File: src/rtl/hazard_ctrl_pkg.sv
// Shared types and defaults for the pipeline hazard controller.
package hazard_ctrl_pkg;

    localparam int CNT_W_DEF       = 16;
    localparam int MEM_TIMEOUT_DEF = 255;

    // Mul/div sequencing state; MD_DONE holds a completion that landed during a memory wait.
    typedef enum logic [1:0] {
        MD_IDLE = 2'd0,
        MD_BUSY = 2'd1,
        MD_DONE = 2'd2
    } md_state_e;

    // Winning hazard condition for the current cycle, highest priority first.
    typedef enum logic [2:0] {
        COND_NONE    = 3'd0,
        COND_MEMWAIT = 3'd1,
        COND_BRANCH  = 3'd2,
        COND_MDSTALL = 3'd3,
        COND_LOADUSE = 3'd4
    } hz_cond_e;

endpackage

File: src/rtl/hazard_ctrl_sat_counter.sv
// Saturating up-counter with a synchronous clear; async active-high reset.
module sat_counter #(
    parameter int W = 8
) (
    input  logic         clk,
    input  logic         rst,
    input  logic         inc,
    input  logic         clr,
    output logic [W-1:0] cnt
);
    localparam logic [W-1:0] ONE = 1;

    logic [W-1:0] r_cnt;

    // Count up on inc, stick at all-ones; clear wins over inc.
    always_ff @(posedge clk or posedge rst) begin
        if (rst)                        r_cnt <= '0;
        else if (clr)                   r_cnt <= '0;
        else if (inc && (r_cnt != '1))  r_cnt <= r_cnt + ONE;
    end

    assign cnt = r_cnt;

endmodule

File: src/rtl/hazard_ctrl.sv
// Lock/flush generation for the five-stage pipeline: memory wait, taken branch,
// multi-cycle mul/div and load-use, resolved under a fixed priority.
module hazard_ctrl
    import hazard_ctrl_pkg::*;
#(
    parameter int CNT_W       = CNT_W_DEF,
    parameter int MEM_TIMEOUT = MEM_TIMEOUT_DEF
) (
    input  logic             clk,
    input  logic             rst,
    input  logic [4:0]       id_rs1,
    input  logic [4:0]       id_rs2,
    input  logic             id_use_rs1,
    input  logic             id_use_rs2,
    input  logic             ex_memread,
    input  logic [4:0]       ex_rd,
    input  logic             ex_muldiv,
    input  logic             muldiv_done,
    input  logic             mem_req,
    input  logic             mem_ready,
    input  logic             mem_branch_taken,
    output logic             pc_lock,
    output logic             id_lock,
    output logic             ex_lock,
    output logic             mem_lock,
    output logic             id_flush,
    output logic             ex_flush,
    output logic             mem_flush,
    output logic             wb_flush,
    output logic             pc_redirect,
    output logic             muldiv_start,
    output logic             muldiv_abort,
    output logic             mem_err,
    output logic [CNT_W-1:0] stall_cnt,
    output logic [CNT_W-1:0] flush_cnt
);
    localparam int                WAIT_W = $clog2(MEM_TIMEOUT + 1);
    localparam logic [WAIT_W-1:0] TO_M1  = WAIT_W'(MEM_TIMEOUT - 1);

    md_state_e         r_state, w_state_nxt;
    hz_cond_e          w_cond;
    logic              w_memwait, w_branch, w_mdstall, w_loaduse;
    logic              r_mem_err;
    logic [WAIT_W-1:0] w_wait_cnt;

    assign w_memwait = mem_req & ~mem_ready;
    assign w_branch  = mem_branch_taken & ~w_memwait;
    // A done pulse while busy lets the EX instruction advance in that same cycle.
    assign w_mdstall = ex_muldiv & ~w_memwait & ~w_branch &
                       ((r_state == MD_IDLE) | ((r_state == MD_BUSY) & ~muldiv_done));
    assign w_loaduse = ex_memread & (ex_rd != 5'd0) &
                       ((id_use_rs1 & (id_rs1 == ex_rd)) | (id_use_rs2 & (id_rs2 == ex_rd)));

    // Pick the single winning condition for this cycle.
    always_comb begin
        w_cond = COND_NONE;
        if (w_memwait)      w_cond = COND_MEMWAIT;
        else if (w_branch)  w_cond = COND_BRANCH;
        else if (w_mdstall) w_cond = COND_MDSTALL;
        else if (w_loaduse) w_cond = COND_LOADUSE;
    end

    // Mul/div state register.
    always_ff @(posedge clk or posedge rst) begin
        if (rst) r_state <= MD_IDLE;
        else     r_state <= w_state_nxt;
    end

    // Mul/div next state: a branch always cancels; a done under memory wait is parked in MD_DONE.
    always_comb begin
        w_state_nxt = r_state;
        case (r_state)
            MD_IDLE: if (ex_muldiv & ~w_memwait & ~w_branch) w_state_nxt = MD_BUSY;
            MD_BUSY: begin
                if (w_branch)                      w_state_nxt = MD_IDLE;
                else if (muldiv_done & ~w_memwait) w_state_nxt = MD_IDLE;
                else if (muldiv_done &  w_memwait) w_state_nxt = MD_DONE;
            end
            MD_DONE: if (~w_memwait) w_state_nxt = MD_IDLE;
            default: w_state_nxt = MD_IDLE;
        endcase
    end

    // Pipeline controls from the winning condition; all forced low while in reset.
    always_comb begin
        pc_lock      = 1'b0;
        id_lock      = 1'b0;
        ex_lock      = 1'b0;
        mem_lock     = 1'b0;
        id_flush     = 1'b0;
        ex_flush     = 1'b0;
        mem_flush    = 1'b0;
        wb_flush     = 1'b0;
        pc_redirect  = 1'b0;
        muldiv_start = 1'b0;
        muldiv_abort = 1'b0;
        if (!rst) begin
            case (w_cond)
                COND_MEMWAIT: begin
                    pc_lock  = 1'b1;
                    id_lock  = 1'b1;
                    ex_lock  = 1'b1;
                    mem_lock = 1'b1;
                    wb_flush = 1'b1;
                end
                COND_BRANCH: begin
                    pc_redirect  = 1'b1;
                    id_flush     = 1'b1;
                    ex_flush     = 1'b1;
                    mem_flush    = 1'b1;
                    muldiv_abort = (r_state == MD_BUSY);
                end
                COND_MDSTALL: begin
                    pc_lock      = 1'b1;
                    id_lock      = 1'b1;
                    ex_lock      = 1'b1;
                    mem_flush    = 1'b1;
                    muldiv_start = (r_state == MD_IDLE);
                end
                COND_LOADUSE: begin
                    pc_lock  = 1'b1;
                    id_lock  = 1'b1;
                    ex_flush = 1'b1;
                end
                default: ;
            endcase
        end
    end

    sat_counter #(.W(CNT_W)) u_stall_cnt (
        .clk(clk), .rst(rst), .inc(pc_lock), .clr(1'b0), .cnt(stall_cnt)
    );

    sat_counter #(.W(CNT_W)) u_flush_cnt (
        .clk(clk), .rst(rst), .inc(pc_redirect), .clr(1'b0), .cnt(flush_cnt)
    );

    // Consecutive memory-wait cycles; any cycle without a wait restarts the count.
    sat_counter #(.W(WAIT_W)) u_wait_cnt (
        .clk(clk), .rst(rst), .inc(w_memwait), .clr(~w_memwait), .cnt(w_wait_cnt)
    );

    // Sticky timeout flag, set on the edge where the wait count reaches MEM_TIMEOUT.
    always_ff @(posedge clk or posedge rst) begin
        if (rst)                                   r_mem_err <= 1'b0;
        else if (w_memwait && (w_wait_cnt == TO_M1)) r_mem_err <= 1'b1;
    end

    assign mem_err = r_mem_err;

endmodule

File: config.mk
export PLATFORM = sky130hd
export DESIGN_NAME = hazard_ctrl
export DESIGN_NICKNAME = d
export VERILOG_FILES = /design/src/rtl/hazard_ctrl_pkg.sv /design/src/rtl/hazard_ctrl_sat_counter.sv /design/src/rtl/hazard_ctrl.sv
export SDC_FILE = /design/constraint.sdc
export NUM_CORES = 1
export LEC_CHECK = 0
export BUFFER_PORTS_ARGS = -buffer_cell sky130_fd_sc_hd__buf_2
export CORE_ASPECT_RATIO = 2
export CORE_MARGIN = 2
export CORE_UTILIZATION = 25
export DETAILED_ROUTE_END_ITERATION = 6
export PLACE_DENSITY = 0.4
export SLEW_MARGIN = 40
export SYNTH_ARGS = -nofsm -noshare
export SYNTH_HDL_FRONTEND = slang
export SYNTH_HIERARCHICAL = 1
export SYNTH_SLANG_ARGS = --single-unit
File: constraint.sdc
create_clock -name clk -period 2.95 [get_ports clk]
set_input_delay 0.59 -clock clk [delete_from_list [all_inputs] [get_ports clk]]
set_output_delay 0.59 -clock clk [all_outputs]
set_load 0.02 [all_outputs]
==> results.cfg <==
[pwr]
p_comb_share_pct = 9.7
p_sw_share_pct = 23.6
seqPwrFrac_pct = 43.2
pwr-share-clk_pct = 47.1
switchingPower_w = 0.000331
p_int_w = 0.00107
ir_worst_vdd_uv = 246
powerDensity_mw_per_mm2 = 402
power_leakage_nw = 1.50

[floorplan]
initial_core_util_pct = 25.6
core_mm2 = 0.0109
io_pins = 69
die-area_mm2 = 0.0121
die_h_um = 154
die_w_um = 78.9
row_count = 54

[clocking]
clock_path_buffers = 2
cts.sinks = 43
path_clk_slew_ns = 0.06
cts_inserted_buffers = 5
post_cts_buffers = 0
cts_resized = 0
clk_latency_ns = 0.29
cts_tree = built
hold_buffers = 0
cts_root_buffer = clkbuf_16
htreeDepth = 2

[yosys]
ys_seq_elements = 43
netlist_instances = 305
avgSynthCellArea_um2 = 9.20
yosys_warnings = 6
syn_area_mm2 = 0.00281
synthArstFlopShare_pct = 100
synthDistinctLibCells = 50
synth.top_cell.area_share_pct = 38.4
yosysMostFrequentCell = dfrtp_1
yosysSeqAreaShare_pct = 38.4
ys_top_cells_by_area = dfrtp_1 38%, a21oi_1 5.5%, or4_1 3.2%
synthFlopType = dfrtp_1
ys_top_cells_by_count = 43 x dfrtp_1, 31 x a21oi_1, 18 x nand2_1
synth_edf_count = 0
yosys.area.top_type = dfrtp_1

[route]
drt-total-wl_mm = 8.33
drc = 0
ant_nets = 0
drt_iter0_drc = 76
drtPass1Iterations = 4
vias = 2661
wire_per_inst_um = 16.2
via_per_inst = 5.17

[timing]
rsz0062_at_grt = false
hold_slack_ns = 0.262
setup_viol = 0
slew_violations = 0
tns_ns = 0
fin_crit_sh_pct = 85.9
fmax_ghz = 0.394
hold_violations = 0
worst_pin_slew_ns = 0.715
slew_headroom_pct = 52.3
clock_skew_ns = 0.00856
min_period_ns = 2.54

[final_layout]
nets = 402
fillCellCount = 1208
final_util_pct = 31.8
n_antenna_cell = 0
area_growth_pct = 24.0
finalInstanceArea_mm2 = 0.00348
drive_gt1_share_pct = 29.9

[worst_setup_path]
endpoint_kind = output pin
worst-path-max-fanout = 9
cp.required_ns = 2.36
start_kind = input pin
crit_start = ex_rd[1]
r2r_start = r_state[0]$_DFFE_PP0P_
cp.arrival_ns = 1.95
worstSetupPathType = in -> out

[job]
cap_violations = 0

[placed_design]
numPortBuffers = 68
place.gp.congestion = 0.754
placed_cell_area_mm2 = 0.00329
hpwl_mm = 6.39

[global_route]
grt_pass1_wl_mm = 14.1
grt_use_total_pct = 14.7
grt_max_degree = 20
antenna_found_initial = 0
first_global_vias = 2730
overflow = 0

[worst_hold_path]
hold_class = in -> async

[run_status]
status = completed
through the flow:
stage               power (W)  setup slack [ns]  cells
finish                0.00140             0.415    515
global route          0.00147             0.280    515
CTS                   0.00143             0.404    515
detailed placement   0.000749             0.178    507
global placement     0.000749             0.164    507
floorplan            0.000701           0.00939    306
cells by family (layout without fill, tap and decap cells):
| family | after synthesis | count (layout) | synth area share [%] |
|---|---|---|---|
| compound gates | 70 | 70 | 16.0 |
| xor+xnor | 10 | 10 | 3.12 |
| fa+ha+maj | 3 | 3 | 1.34 |
| buf+inv | 25 | 94 | 5.00 |
| flops | 43 | 43 | 38.4 |
| mux | 11 | 11 | 4.82 |
| other cells | 1 | 2 | 0.134 |
| simple gates | 142 | 142 | 31.2 |
critical path: stages:
cell	delay, ns
buf_2	0.12
or4_4	0.53
o211ai_2	0.24
o21bai_4	0.10
buf_4	0.17
buf_2	0.18
routing by layer:
layer	track usage, %	part of all wire, %
met3	2.35	2.6
met5	0	0
met2	27.9	57
met4	7.80	4.7
met1	14.8	36
area by class of cell:
| class | count | area (um2) | area share, % |
|---|---|---|---|
| sequential | 43 | 1080 | 30.9 |
| tap | 140 | 175 | 5.03 |
| clock buffer | 6 | 139 | 3.99 |
| inverter | 11 | 41.3 | 1.19 |
| timing repair buffer | 75 | 393 | 11.3 |
| clock inverter | 2 | 35.0 | 1.01 |
| multi-input combinational | 238 | 1620 | 46.6 |
power by group through the flow:
stage / logic, W / registers, W / clock network (W)
after floorplan: 0.0000847 / 0.000616 / 0
after global placement: 0.000134 / 0.000614 / 0
after detailed placement: 0.000135 / 0.000615 / 0
after CTS: 0.000136 / 0.000603 / 0.000692
after global routing: 0.000151 / 0.000604 / 0.000710
final: 0.000136 / 0.000604 / 0.000659
cell usage in the layout, fill, tap and decap left out, types with 2 or more instances in the layout:
master | synthesis | final
or4_1 | 12 | 12
nor4_1 | 9 | 7
o41ai_1 | 4 | 4
xnor2_1 | 2 | 2
xor2_1 | 8 | 8
nor3_1 | 10 | 10
o21ai_0 | 10 | 10
nand4_1 | 11 | 11
mux2_2 | 4 | 4
dfrtp_1 | 43 | 43
ha_1 | 3 | 3
conb_1 | 1 | 2
or3_1 | 12 | 12
a31oi_1 | 2 | 2
o31ai_1 | 11 | 11
nand4_4 | 2 | 2
nand2b_1 | 8 | 8
a21oi_2 | 3 | 4
inv_1 | 11 | 11
o21bai_1 | 3 | 2
nor4_2 | 0 | 2
clkbuf_16 | 0 | 5
or4_4 | 3 | 3
mux2_4 | 4 | 4
nand2_1 | 18 | 18
or4_2 | 2 | 2
nand3_1 | 16 | 16
and4_1 | 3 | 3
buf_2 | 0 | 68
and3_1 | 2 | 2
mux2i_1 | 3 | 3
a21oi_1 | 31 | 30
nor2_1 | 14 | 14
nand4b_1 | 2 | 2
nor2b_1 | 10 | 10
or3_2 | 2 | 2
buf_4 | 5 | 7
flip-flops by register name, summed over array words and instances (netlist names):
| register | count |
|---|---|
| mem_err | 1 |
| r_state | 2 |
| u_flush_cnt/cnt | 16 |
| u_stall_cnt/cnt | 16 |
| u_wait_cnt/cnt | 8 |
path summary, 6_finish.rpt:
path | slack (ns) | end | cells after the start
worst max-delay path | 0.41 | id_lock | 6
worst min-delay path | 0.26 | r_state[0]$_DFFE_PP0P_ | 2
worst max register to register | 0.55 | u_stall_cnt/cnt[12]$_DFFE_PP0P_ | 9
worst min register to register | 0.47 | mem_err$_DFFE_PP0P_ | 2
max in group asynchronous | 2.00 | u_flush_cnt/cnt[15]$_DFFE_PP0P_ | 2
min in group clk | 0.47 | mem_err$_DFFE_PP0P_ | 2
No activity file was read; power rests on OpenSTA's default activity.
